`config.mk`:
```
export PLATFORM = sky130hd
export DESIGN_NAME = axil_multi_adder
export DESIGN_NICKNAME = d
export VERILOG_FILES = /design/src/rtl/axil_adder_pkg.sv /design/src/rtl/axil_multi_adder_lane.sv /design/src/rtl/axil_multi_adder.sv
export SDC_FILE = /design/constraint.sdc
export NUM_CORES = 1
export LEC_CHECK = 0
export ABC_CLOCK_PERIOD_IN_PS = 9650
export BUFFER_PORTS_ARGS = -buffer_cell sky130_fd_sc_hd__buf_4
export CELL_PAD_IN_SITES_DETAIL_PLACEMENT = 0
export CELL_PAD_IN_SITES_GLOBAL_PLACEMENT = 2
export CORE_ASPECT_RATIO = 2
export CORE_MARGIN = 2
export CORE_UTILIZATION = 40
export CTS_BUF_LIST = sky130_fd_sc_hd__clkbuf_4
export CTS_CLUSTER_DIAMETER = 40
export DETAILED_ROUTE_END_ITERATION = 8
export PLACE_DENSITY_LB_ADDON = 0.1
export SETUP_SLACK_MARGIN = 0.3
export SLEW_MARGIN = 30
export SYNTH_ARGS = -nofsm -noshare
export SYNTH_HDL_FRONTEND = slang
export SYNTH_SLANG_ARGS = --single-unit
```
`constraint.sdc`:
```
create_clock -name s1_axi_aclk -period 9.65 [get_ports s1_axi_aclk]
set_input_delay 1.4475 -clock s1_axi_aclk [delete_from_list [all_inputs] [get_ports s1_axi_aclk]]
set_output_delay 1.4475 -clock s1_axi_aclk [all_outputs]
set_load 0.01 [all_outputs]
```
`src/rtl/axil_adder_pkg.sv`:
```
// Shared constants and types for the AXI4-Lite multi-lane adder.
// Register offsets, response codes and channel FSM states.
package axil_adder_pkg;

  localparam int OFF_OPA     = 'h0;
  localparam int OFF_OPB     = 'h4;
  localparam int OFF_CTRL    = 'h8;
  localparam int OFF_RESULT  = 'hC;
  localparam int LANE_STRIDE = 'h10;
  localparam int ADDR_STATUS = 'h80;
  localparam int ADDR_INFO   = 'h84;

  localparam int CTRL_SUB_BIT = 0;
  localparam int CTRL_SAT_BIT = 1;

  localparam logic [1:0] RESP_OKAY   = 2'b00;
  localparam logic [1:0] RESP_SLVERR = 2'b10;

  typedef enum logic {
    W_IDLE,
    W_RESP
  } wstate_t;

  typedef enum logic {
    R_IDLE,
    R_DATA
  } rstate_t;

endpackage

```
`src/rtl/axil_multi_adder_lane.sv`:
```
// One adder lane: registered add/sub with optional signed saturation.
// Ports: clk, rst_n, opa, opb, sub, sat in; result, carry, ovf out.
module adder_lane
  import axil_adder_pkg::*;
#(
  parameter int DATA_WIDTH = 32
) (
  input  logic                  clk,
  input  logic                  rst_n,
  input  logic [DATA_WIDTH-1:0] opa,
  input  logic [DATA_WIDTH-1:0] opb,
  input  logic                  sub,
  input  logic                  sat,
  output logic [DATA_WIDTH-1:0] result,
  output logic                  carry,
  output logic                  ovf
);

  localparam int DW = DATA_WIDTH;

  logic [DW-1:0] b_eff;
  logic [DW:0]   ext;
  logic [DW-1:0] raw;
  logic [DW-1:0] sat_val;
  logic [DW-1:0] nxt;
  logic          ovf_c;

  // Subtract is A + ~B + 1; overflow when the effective
  // operands agree in sign but the sum does not.
  always_comb begin
    b_eff   = sub ? ~opb : opb;
    ext     = {1'b0, opa} + {1'b0, b_eff}
            + {{DW{1'b0}}, sub};
    raw     = ext[DW-1:0];
    ovf_c   = (opa[DW-1] == b_eff[DW-1])
            && (raw[DW-1] != opa[DW-1]);
    sat_val = opa[DW-1] ? {1'b1, {(DW-1){1'b0}}}
                        : {1'b0, {(DW-1){1'b1}}};
    nxt     = (sat && ovf_c) ? sat_val : raw;
  end

  // For subtraction the carry flag reports borrow.
  always_ff @(posedge clk or negedge rst_n) begin
    if (!rst_n) begin
      result <= '0;
      carry  <= 1'b0;
      ovf    <= 1'b0;
    end else begin
      result <= nxt;
      carry  <= ext[DW] ^ sub;
      ovf    <= ovf_c;
    end
  end

endmodule

```
`src/rtl/axil_multi_adder.sv`:
```
// AXI4-Lite slave with NUM_CH adder lanes (OPA/OPB/CTRL/RESULT each),
// plus STATUS/INFO. Ports: s1_axi_* AW/W/B/AR/R channels, clk, aresetn.
module axil_multi_adder
  import axil_adder_pkg::*;
#(
  parameter int DATA_WIDTH = 32,
  parameter int ADDR_WIDTH = 8,
  parameter int NUM_CH     = 4
) (
  input  logic                    s1_axi_aclk,
  input  logic                    s1_axi_aresetn,
  input  logic [ADDR_WIDTH-1:0]   s1_axi_awaddr,
  input  logic                    s1_axi_awvalid,
  output logic                    s1_axi_awready,
  input  logic [DATA_WIDTH-1:0]   s1_axi_wdata,
  input  logic [DATA_WIDTH/8-1:0] s1_axi_wstrb,
  input  logic                    s1_axi_wvalid,
  output logic                    s1_axi_wready,
  output logic [1:0]              s1_axi_bresp,
  output logic                    s1_axi_bvalid,
  input  logic                    s1_axi_bready,
  input  logic [ADDR_WIDTH-1:0]   s1_axi_araddr,
  input  logic                    s1_axi_arvalid,
  output logic                    s1_axi_arready,
  output logic [DATA_WIDTH-1:0]   s1_axi_rdata,
  output logic [1:0]              s1_axi_rresp,
  output logic                    s1_axi_rvalid,
  input  logic                    s1_axi_rready
);

  localparam int SW = DATA_WIDTH / 8;
  localparam logic [ADDR_WIDTH-1:0] AMASK = ~ADDR_WIDTH'(3);
  localparam logic [15:0] INFO =
    {8'(DATA_WIDTH), 8'(NUM_CH)};

  function automatic logic [ADDR_WIDTH-1:0] reg_addr(
    input int n,
    input int off
  );
    return ADDR_WIDTH'(n * LANE_STRIDE + off);
  endfunction

  function automatic logic [DATA_WIDTH-1:0] merge(
    input logic [DATA_WIDTH-1:0] old,
    input logic [DATA_WIDTH-1:0] nw,
    input logic [SW-1:0]         s
  );
    logic [DATA_WIDTH-1:0] r;
    r = old;
    for (int i = 0; i < SW; i++)
      if (s[i]) r[8*i +: 8] = nw[8*i +: 8];
    return r;
  endfunction

  wstate_t wstate, wstate_nxt;
  rstate_t rstate, rstate_nxt;

  logic                  aw_held, w_held;
  logic [ADDR_WIDTH-1:0] aw_addr_q;
  logic [DATA_WIDTH-1:0] w_data_q;
  logic [SW-1:0]         w_strb_q;
  logic                  aw_hs, w_hs, ar_hs, commit;

  logic [ADDR_WIDTH-1:0] c_addr, ra;
  logic [DATA_WIDTH-1:0] c_data;
  logic [SW-1:0]         c_strb;
  logic [NUM_CH-1:0]     sel_opa, sel_opb, sel_ctrl;
  logic                  w_ok;

  logic [DATA_WIDTH-1:0] opa    [NUM_CH];
  logic [DATA_WIDTH-1:0] opb    [NUM_CH];
  logic [1:0]            ctrl   [NUM_CH];
  logic [DATA_WIDTH-1:0] result [NUM_CH];
  logic [NUM_CH-1:0]     carry, ovf;
  logic [2*NUM_CH-1:0]   status;

  logic [DATA_WIDTH-1:0] rd_data;
  logic                  rd_ok;

  assign aw_hs = s1_axi_awvalid && s1_axi_awready;
  assign w_hs  = s1_axi_wvalid && s1_axi_wready;
  assign ar_hs = s1_axi_arvalid && s1_axi_arready;

  // Commit on the edge where both AW and W are held,
  // whether captured earlier or in this very cycle.
  assign commit = (wstate == W_IDLE)
                && (aw_held || aw_hs)
                && (w_held || w_hs);

  // ---------------- write FSM ----------------
  always_ff @(posedge s1_axi_aclk or negedge s1_axi_aresetn) begin
    if (!s1_axi_aresetn) wstate <= W_IDLE;
    else                 wstate <= wstate_nxt;
  end

  always_comb begin
    wstate_nxt = wstate;
    unique case (wstate)
      W_IDLE: if (commit) wstate_nxt = W_RESP;
      W_RESP: if (s1_axi_bready) wstate_nxt = W_IDLE;
    endcase
  end

  // Readies are gated by reset so they drop the moment it asserts.
  always_comb begin
    s1_axi_awready = 1'b0;
    s1_axi_wready  = 1'b0;
    s1_axi_bvalid  = 1'b0;
    unique case (wstate)
      W_IDLE: begin
        s1_axi_awready = s1_axi_aresetn && !aw_held;
        s1_axi_wready  = s1_axi_aresetn && !w_held;
      end
      W_RESP: s1_axi_bvalid = 1'b1;
    endcase
  end

  always_ff @(posedge s1_axi_aclk or negedge s1_axi_aresetn) begin
    if (!s1_axi_aresetn) begin
      aw_held      <= 1'b0;
      w_held       <= 1'b0;
      aw_addr_q    <= '0;
      w_data_q     <= '0;
      w_strb_q     <= '0;
      s1_axi_bresp <= RESP_OKAY;
    end else if (commit) begin
      aw_held      <= 1'b0;
      w_held       <= 1'b0;
      s1_axi_bresp <= w_ok ? RESP_OKAY : RESP_SLVERR;
    end else begin
      if (aw_hs) begin
        aw_held   <= 1'b1;
        aw_addr_q <= s1_axi_awaddr;
      end
      if (w_hs) begin
        w_held   <= 1'b1;
        w_data_q <= s1_axi_wdata;
        w_strb_q <= s1_axi_wstrb;
      end
    end
  end

  // ---------------- write decode ----------------
  always_comb begin
    c_addr   = (aw_held ? aw_addr_q : s1_axi_awaddr) & AMASK;
    c_data   = w_held ? w_data_q : s1_axi_wdata;
    c_strb   = w_held ? w_strb_q : s1_axi_wstrb;
    sel_opa  = '0;
    sel_opb  = '0;
    sel_ctrl = '0;
    w_ok     = 1'b0;
    for (int n = 0; n < NUM_CH; n++) begin
      if (c_addr == reg_addr(n, OFF_OPA)) begin
        sel_opa[n] = 1'b1;
        w_ok       = 1'b1;
      end
      if (c_addr == reg_addr(n, OFF_OPB)) begin
        sel_opb[n] = 1'b1;
        w_ok       = 1'b1;
      end
      if (c_addr == reg_addr(n, OFF_CTRL)) begin
        sel_ctrl[n] = 1'b1;
        w_ok        = 1'b1;
      end
    end
  end

  always_ff @(posedge s1_axi_aclk or negedge s1_axi_aresetn) begin
    if (!s1_axi_aresetn) begin
      for (int n = 0; n < NUM_CH; n++) begin
        opa[n]  <= '0;
        opb[n]  <= '0;
        ctrl[n] <= '0;
      end
    end else if (commit) begin
      for (int n = 0; n < NUM_CH; n++) begin
        if (sel_opa[n])
          opa[n] <= merge(opa[n], c_data, c_strb);
        if (sel_opb[n])
          opb[n] <= merge(opb[n], c_data, c_strb);
        if (sel_ctrl[n] && c_strb[0])
          ctrl[n] <= c_data[1:0];
      end
    end
  end

  // ---------------- lanes ----------------
  for (genvar g = 0; g < NUM_CH; g++) begin : g_lane
    adder_lane #(
      .DATA_WIDTH(DATA_WIDTH)
    ) u_lane (
      .clk    (s1_axi_aclk),
      .rst_n  (s1_axi_aresetn),
      .opa    (opa[g]),
      .opb    (opb[g]),
      .sub    (ctrl[g][CTRL_SUB_BIT]),
      .sat    (ctrl[g][CTRL_SAT_BIT]),
      .result (result[g]),
      .carry  (carry[g]),
      .ovf    (ovf[g])
    );
  end

  always_comb begin
    status = '0;
    for (int n = 0; n < NUM_CH; n++) begin
      status[2*n]   = carry[n];
      status[2*n+1] = ovf[n];
    end
  end

  // ---------------- read FSM ----------------
  always_ff @(posedge s1_axi_aclk or negedge s1_axi_aresetn) begin
    if (!s1_axi_aresetn) rstate <= R_IDLE;
    else                 rstate <= rstate_nxt;
  end

  always_comb begin
    rstate_nxt = rstate;
    unique case (rstate)
      R_IDLE: if (ar_hs) rstate_nxt = R_DATA;
      R_DATA: if (s1_axi_rready) rstate_nxt = R_IDLE;
    endcase
  end

  always_comb begin
    s1_axi_arready = 1'b0;
    s1_axi_rvalid  = 1'b0;
    unique case (rstate)
      R_IDLE: s1_axi_arready = s1_axi_aresetn;
      R_DATA: s1_axi_rvalid  = 1'b1;
    endcase
  end

  always_comb begin
    ra      = s1_axi_araddr & AMASK;
    rd_data = '0;
    rd_ok   = 1'b0;
    if (ra == ADDR_WIDTH'(ADDR_STATUS)) begin
      rd_data = DATA_WIDTH'(status);
      rd_ok   = 1'b1;
    end
    if (ra == ADDR_WIDTH'(ADDR_INFO)) begin
      rd_data = DATA_WIDTH'(INFO);
      rd_ok   = 1'b1;
    end
    for (int n = 0; n < NUM_CH; n++) begin
      if (ra == reg_addr(n, OFF_OPA)) begin
        rd_data = opa[n];
        rd_ok   = 1'b1;
      end
      if (ra == reg_addr(n, OFF_OPB)) begin
        rd_data = opb[n];
        rd_ok   = 1'b1;
      end
      if (ra == reg_addr(n, OFF_CTRL)) begin
        rd_data = DATA_WIDTH'(ctrl[n]);
        rd_ok   = 1'b1;
      end
      if (ra == reg_addr(n, OFF_RESULT)) begin
        rd_data = result[n];
        rd_ok   = 1'b1;
      end
    end
  end

  always_ff @(posedge s1_axi_aclk or negedge s1_axi_aresetn) begin
    if (!s1_axi_aresetn) begin
      s1_axi_rdata <= '0;
      s1_axi_rresp <= RESP_OKAY;
    end else if (ar_hs) begin
      s1_axi_rdata <= rd_data;
      s1_axi_rresp <= rd_ok ? RESP_OKAY : RESP_SLVERR;
    end
  end

endmodule

```
==> flow_summary.json, run 1 <==
{
  "worstMarginPinSlew_ps": 963,
  "finClkSkew_ps": 36.9,
  "cts.sinks": 480,
  "place_congestion": 0.920,
  "hp-class": "input pin to async pin",
  "cap_viol_max_count": 0,
  "drt_iter0_drc": 1257,
  "die-area_um2": 70600,
  "fmax_mhz": 205,
  "synthTopCellsByCount": "dfrtp_1, o21ai_0, nand2_1",
  "cts_root_buf": "clkbuf_4",
  "grt_max_degree": 148,
  "clk_pin_slew_ps": 70,
  "fin_tns_setup_ps": 0,
  "avgSynthCellArea_um2": 9.48,
  "synth_area_leader_cell": "dfrtp_1",
  "nNetsFinal": 3162,
  "status": "completed",
  "fin_cells": 3948,
  "dp.cells": 3746,
  "fp.dieH_um": 374,
  "grt_first_pass_wirelength_um": 140000,
  "cts_made_buffers": 116,
  "synthFlopType": "dfrtp_1",
  "ir_worst_vdd_v": 0.000195,
  "cts_buffer_depth": 3,
  "cts_tree": "done",
  "ys.warnings.count": 0,
  "leakage_nw": 15.2,
  "n_fill_cell": 6669,
  "finalCritPeriodShare_pct": 50.5,
  "synth_cell_types": 77,
  "yosys_register_bits": 480,
  "hold_violations": 0,
  "clock_power_share_pct": 21.8,
  "syn_to_final_growth_pct": 11.0,
  "num_vias": 22800,
  "crit_arrival_ps": 5730,
  "worst_skew_pair.late_latency_ps": 1010,
  "async_flop_share_pct": 100,
  "rsz0062_at_grt": "false",
  "place_area_um2": 29000,
  "start_util_pct": 40.4,
  "antenna_found_initial": 1,
  "ant_nets": 0,
  "ys_seq_area_share_pct": 43.9,
  "criticalPathCategory": "flop to flop",
  "num_io_pins": 100,
  "die_w_um": 189,
  "cts_resized": 0,
  "wl_um": 91800,
  "portBuffers": 93,
  "stdcell_area_um2": 30400,
  "pwr_density_cell_nw_per_um2": 246,
  "seqPwrFrac_pct": 39.1,
  "max_slew_margin_pct": 34.0,
  "drc": 0,
  "finalSetupViolCount": 0,
  "cts_setup_buffers": 0,
  "yosysMostFrequentCell": "dfrtp_1",
  "yosysTopAreaCellShare_pct": 43.9,
  "avgRoutedWirePerCell_um": 23.2,
  "cts_hold_buf": 0,
  "cts_htree_levels": 3,
  "synth_area_leaders": "dfrtp_1, o21ai_0, ha_1, nand2_1, xor2_1",
  "pwr-share-comb_pct": 39.1,
  "grt_usage_pct": 26.1,
  "dp_hpwl_um": 66600,
  "gr-total-overflow": 0,
  "core_region_area_um2": 67700,
  "swShare_pct": 39.6,
  "first_pass_iters": 9,
  "synthCells": 2886,
  "crit_fanout": 32,
  "core.rowCount": 135,
  "start_kind": "flop",
  "p_int_mw": 4.51,
  "synth_edf_count": 0,
  "avgViaCountPerCell": 5.77,
  "grt_pass1_vias": 23400,
  "end_kind": "flop",
  "finalCriticalPeriod_ps": 4870,
  "syn_area_um2": 27400,
  "drv_slew": 0,
  "drive_gt1_share_pct": 13.3,
  "p_switching_mw": 2.96,
  "crit_required_ps": 10510
}
-- power by group through the flow --
stage	logic, mW	registers (mW)	clock network, mW
after detailed placement	2.89	2.96	0
after floorplan	2.15	2.80	0
final	2.92	2.92	1.63
after CTS	2.91	2.92	1.69
after global routing	3.23	2.98	1.79
after global placement	2.84	2.93	0
-- layout make-up --
class	count	area (µm²)	area share, %
multi-input combinational	2203	14700	48.3
antenna	6	15.0	0.0494
inverter	40	150	0.494
timing repair buffer	134	1060	3.50
tap	890	1110	3.67
clock buffer	162	1220	4.00
sequential	480	12000	39.6
clock inverter	33	128	0.420
-- registers in the layout, summed over array words and instances, names as in the netlist --
name and cells:
ctrl 8, aw_held 1, opb 128, rstate 1, aw_addr_q 6, opa 128
s1_axi_rdata 32, w_held 1, g_lane.u_lane.carry 4, g_lane.u_lane.ovf 4, w_strb_q 4, g_lane.u_lane.result 128
s1_axi_bresp 1, wstate 1, s1_axi_rresp 1, w_data_q 32
-- path summary, 6_finish.rpt --
kind,start,endpoint,slack (ps),cells past startpoint
max,ctrl[0],g_lane[3].u_lane.result[30],4780,14
max in group asynchronous,s1_axi_aresetn,opb[82],7280,3
min,s1_axi_aresetn,s1_axi_rdata[1],410,1
min in group s1_axi_aclk,s1_axi_rdata[12],s1_axi_rdata[12],480,2
min reg2reg,s1_axi_rdata[12],s1_axi_rdata[12],480,2
max reg2reg,ctrl[0],g_lane[3].u_lane.result[30],4780,14
-- cell families (layout without fill, tap and decap cells) --
family,count (synthesis),count (layout),share of synthesized area (%)
other cells,1,8,0.0137
compound gates,1068,1068,24.7
fa+ha+maj,128,128,5.96
xor+xnor,244,244,7.84
simple gates,665,665,10.8
flops,480,480,43.9
mux,96,96,3.74
buf+inv,204,369,3.00
-- worst max-delay path, stage by stage (launching register included) --
cell	delay [ps]
dfrtp_2	430
buf_4	520
xor2_1	150
ha_1	420
a21oi_1	100
o2bb2ai_1	390
o2111ai_1	500
a2111oi_2	470
o21a_1	250
a41o_1	350
a21oi_1	130
nand4bb_1	210
buf_4	300
nor2_1	420
a31oi_1	80
-- metrics by stage --
| step | util, % | power [mW] | hold slack (ps) | setup slack (ps) |
|---|---|---|---|---|
| finish | 44.8 | 7.46 | 406 | 4780 |
| global route | 44.8 | 8.00 | 417 | 4500 |
| CTS | 44.7 | 7.53 | 347 | 4690 |
| detailed placement | 42.8 | 5.85 | 470 | 4730 |
| global placement | 42.7 | 5.77 | 463 | 4770 |
| floorplan | - | 4.95 | 470 | 5910 |
-- routing by layer --
layer  wire [µm]  global-route usage [%]  vias up
met1       34900                    29.1    11200
met4        4170                    12.5        0
met2       48700                    48.2      650
met3        4000                    3.70      186
met5           0                       0        -
li1            -                       -    10800
-- layout by cell type (no fill, tap or decap), types with 33 or more instances in the layout --
cell      count
xor2_1      159
dfrtp_1     475
o21ai_0     406
inv_1        40
o221ai_1     61
a21o_1      135
nand4_1      46
buf_4       129
a21oi_1     199
a211oi_1     38
nand3_1      33
xnor2_1      84
clkbuf_4    162
nand2_1     384
ha_1        124
mux2_2       50
nor2_1       72
mux2i_1      34
Power figures use the tool's default switching activity.
==> run 2, diff against run 1 <==
- ABC_CLOCK_PERIOD_IN_PS: 9650 -> 4490
- clock period: 9.65 -> 4.49 ns (I/O delays scaled with it)
==> run 2 against run 1 <==
Against the previous run: total power rose by 120%; clock power rose by 140%; utilization rose by 1.6 points; maximum frequency rose by 19%; critical path depth fell by 1; final area rose by 3.7%; register-to-register slack got worse by 4400 ps; via count rose by 1.6%; global-route usage rose by 0.067 points; combinational power rose by 120%.
==> flow_summary.json, run 2 (same netlist as run 1, synthesis figures left out) <==
{
  "status": "completed",
  "final_common_cell": "dfrtp_1",
  "crit_required_ps": 5380,
  "cts_buffer_depth": 3,
  "seq_area_um2": 12000,
  "cts_root_buf": "clkbuf_4",
  "clk_pin_slew_ps": 70,
  "grt_first_pass_wirelength_um": 140000,
  "hold_violations": 0,
  "pwr_density_cell_nw_per_um2": 527,
  "crit_arrival_ps": 4970,
  "gr-total-overflow": 0,
  "core_region_area_um2": 67700,
  "start_util_pct": 40.4,
  "worstMarginPinSlew_ps": 980,
  "multi_input_area_um2": 14700,
  "portBuffers": 93,
  "criticalPathCategory": "flop to flop",
  "mostFrequentLayoutCells": "dfrtp_1, o21ai_0, nand2_1",
  "die-area_um2": 70600,
  "fin_tns_setup_ps": 0,
  "first_pass_iters": 5,
  "n_fill_cell": 6671,
  "syn_to_final_growth_pct": 15.1,
  "start_kind": "flop",
  "antenna_found_initial": 3,
  "stdcell_area_um2": 31500,
  "dp_hpwl_um": 67500,
  "drc": 0,
  "num_vias": 23200,
  "cap_viol_max_count": 0,
  "die_w_um": 189,
  "max_slew_margin_pct": 32.8,
  "wl_um": 92200,
  "drv_slew": 0,
  "leakage_nw": 15.8,
  "avgRoutedWirePerCell_um": 22.7,
  "core.rowCount": 135,
  "ant_nets": 0,
  "finalCriticalPeriod_ps": 4080,
  "finalSetupViolCount": 0,
  "end_kind": "flop",
  "finalCritPeriodShare_pct": 90.8,
  "rsz0062_at_grt": "true",
  "drt_iter0_drc": 1338,
  "grt_usage_pct": 26.2,
  "num_io_pins": 100,
  "pre_cts_slack_ps": 382,
  "avgViaCountPerCell": 5.70,
  "cts_htree_levels": 3,
  "place_area_um2": 29400,
  "place_congestion": 0.921,
  "worst_skew_pair.late_latency_ps": 1030,
  "finClkSkew_ps": 80.9,
  "ir_worst_vdd_v": 0.000365,
  "cts.sinks": 480,
  "cts_made_buffers": 117,
  "hp-class": "input pin to flop",
  "grt_max_degree": 158,
  "cts_setup_buffers": 0,
  "postLayoutSetupSlackWorst_ps": 412,
  "reg_top3": "g_lane.u_lane.result: 128 flops, opa: 128 flops, opb: 128 flops",
  "crit_fanout": 19,
  "drive_gt1_share_pct": 14.6,
  "power.total_mw": 16.6,
  "fmax_mhz": 245,
  "fp.dieH_um": 374,
  "cts_tree": "done",
  "grt_pass1_vias": 23800,
  "nNetsFinal": 3262
}
## run 2: per-layer routing
| layer | vias up | global-route usage (%) | routed length [µm] |
|---|---|---|---|
| li1 | 11000 | - | - |
| met3 | 183 | 3.45 | 4590 |
| met1 | 11300 | 29.1 | 34500 |
| met5 | - | 0 | 0 |
| met2 | 712 | 48.7 | 49000 |
| met4 | 0 | 12.5 | 4070 |
## run 2: repair_timing
item | 4_1_cts | 5_1_grt
hold buffers | 48 | 0
setup endpoints to repair | 0 | 34
gates resized for setup | 0 | 6
hold endpoints to repair | 105 | 0
## run 2: power by group
part           total (mW)  internal [mW]  switching [mW]
Sequential           6.34           5.42           0.919
Combinational        6.39           2.73            3.65
Clock                3.86           1.95            1.92
Total                16.6           10.1            6.49
## run 2: worst paths after layout
check | startpoint | to | slack, ps | cells past startpoint
worst max-delay path | ctrl[2] | g_lane[2].u_lane.result[24] | 410 | 13
worst min-delay path | s1_axi_arvalid | s1_axi_rdata[0] | 120 | 3
worst max register to register | ctrl[2] | g_lane[2].u_lane.result[24] | 410 | 13
worst min register to register | s1_axi_rdata[17] | s1_axi_rdata[17] | 480 | 2
max in group asynchronous | s1_axi_aresetn | opa[119] | 2500 | 4
min in group asynchronous | s1_axi_aresetn | g_lane[3].u_lane.result[3] | 130 | 2
## run 2: cell type report
type	instances	share of cell area, %
Tap cell	890	3.54
Clock buffer	161	3.84
Antenna cell	4	0.0318
Timing Repair Buffer	233	6.30
Sequential cell	480	38.2
Clock inverter	50	1.05
Multi-Input combinational cell	2203	46.6
Inverter	40	0.477
## run 2: stage by stage
| stage | util (%) | instances | hold slack [ps] |
|---|---|---|---|
| final | 46.5 | 4061 | 119 |
| after global placement | 43.4 | 3798 | 463 |
| after CTS | 46.4 | 4057 | 0.275 |
| after global routing | 46.5 | 4061 | 99.7 |
| after detailed placement | 43.4 | 3798 | 471 |
| after floorplan | - | 2887 | 378 |
## run 2: critical path, stage by stage, from the launching register on
cell and delay (ps):
dfrtp_4 660, mux2_2 380, fa_1 460, a211oi_1 300
o21bai_1 230, a21oi_1 260, nor3_1 90, buf_4 180
a31oi_1 360, o21bai_1 150, a221oi_1 440, a21oi_1 150
xor2_1 160, a21o_1 180
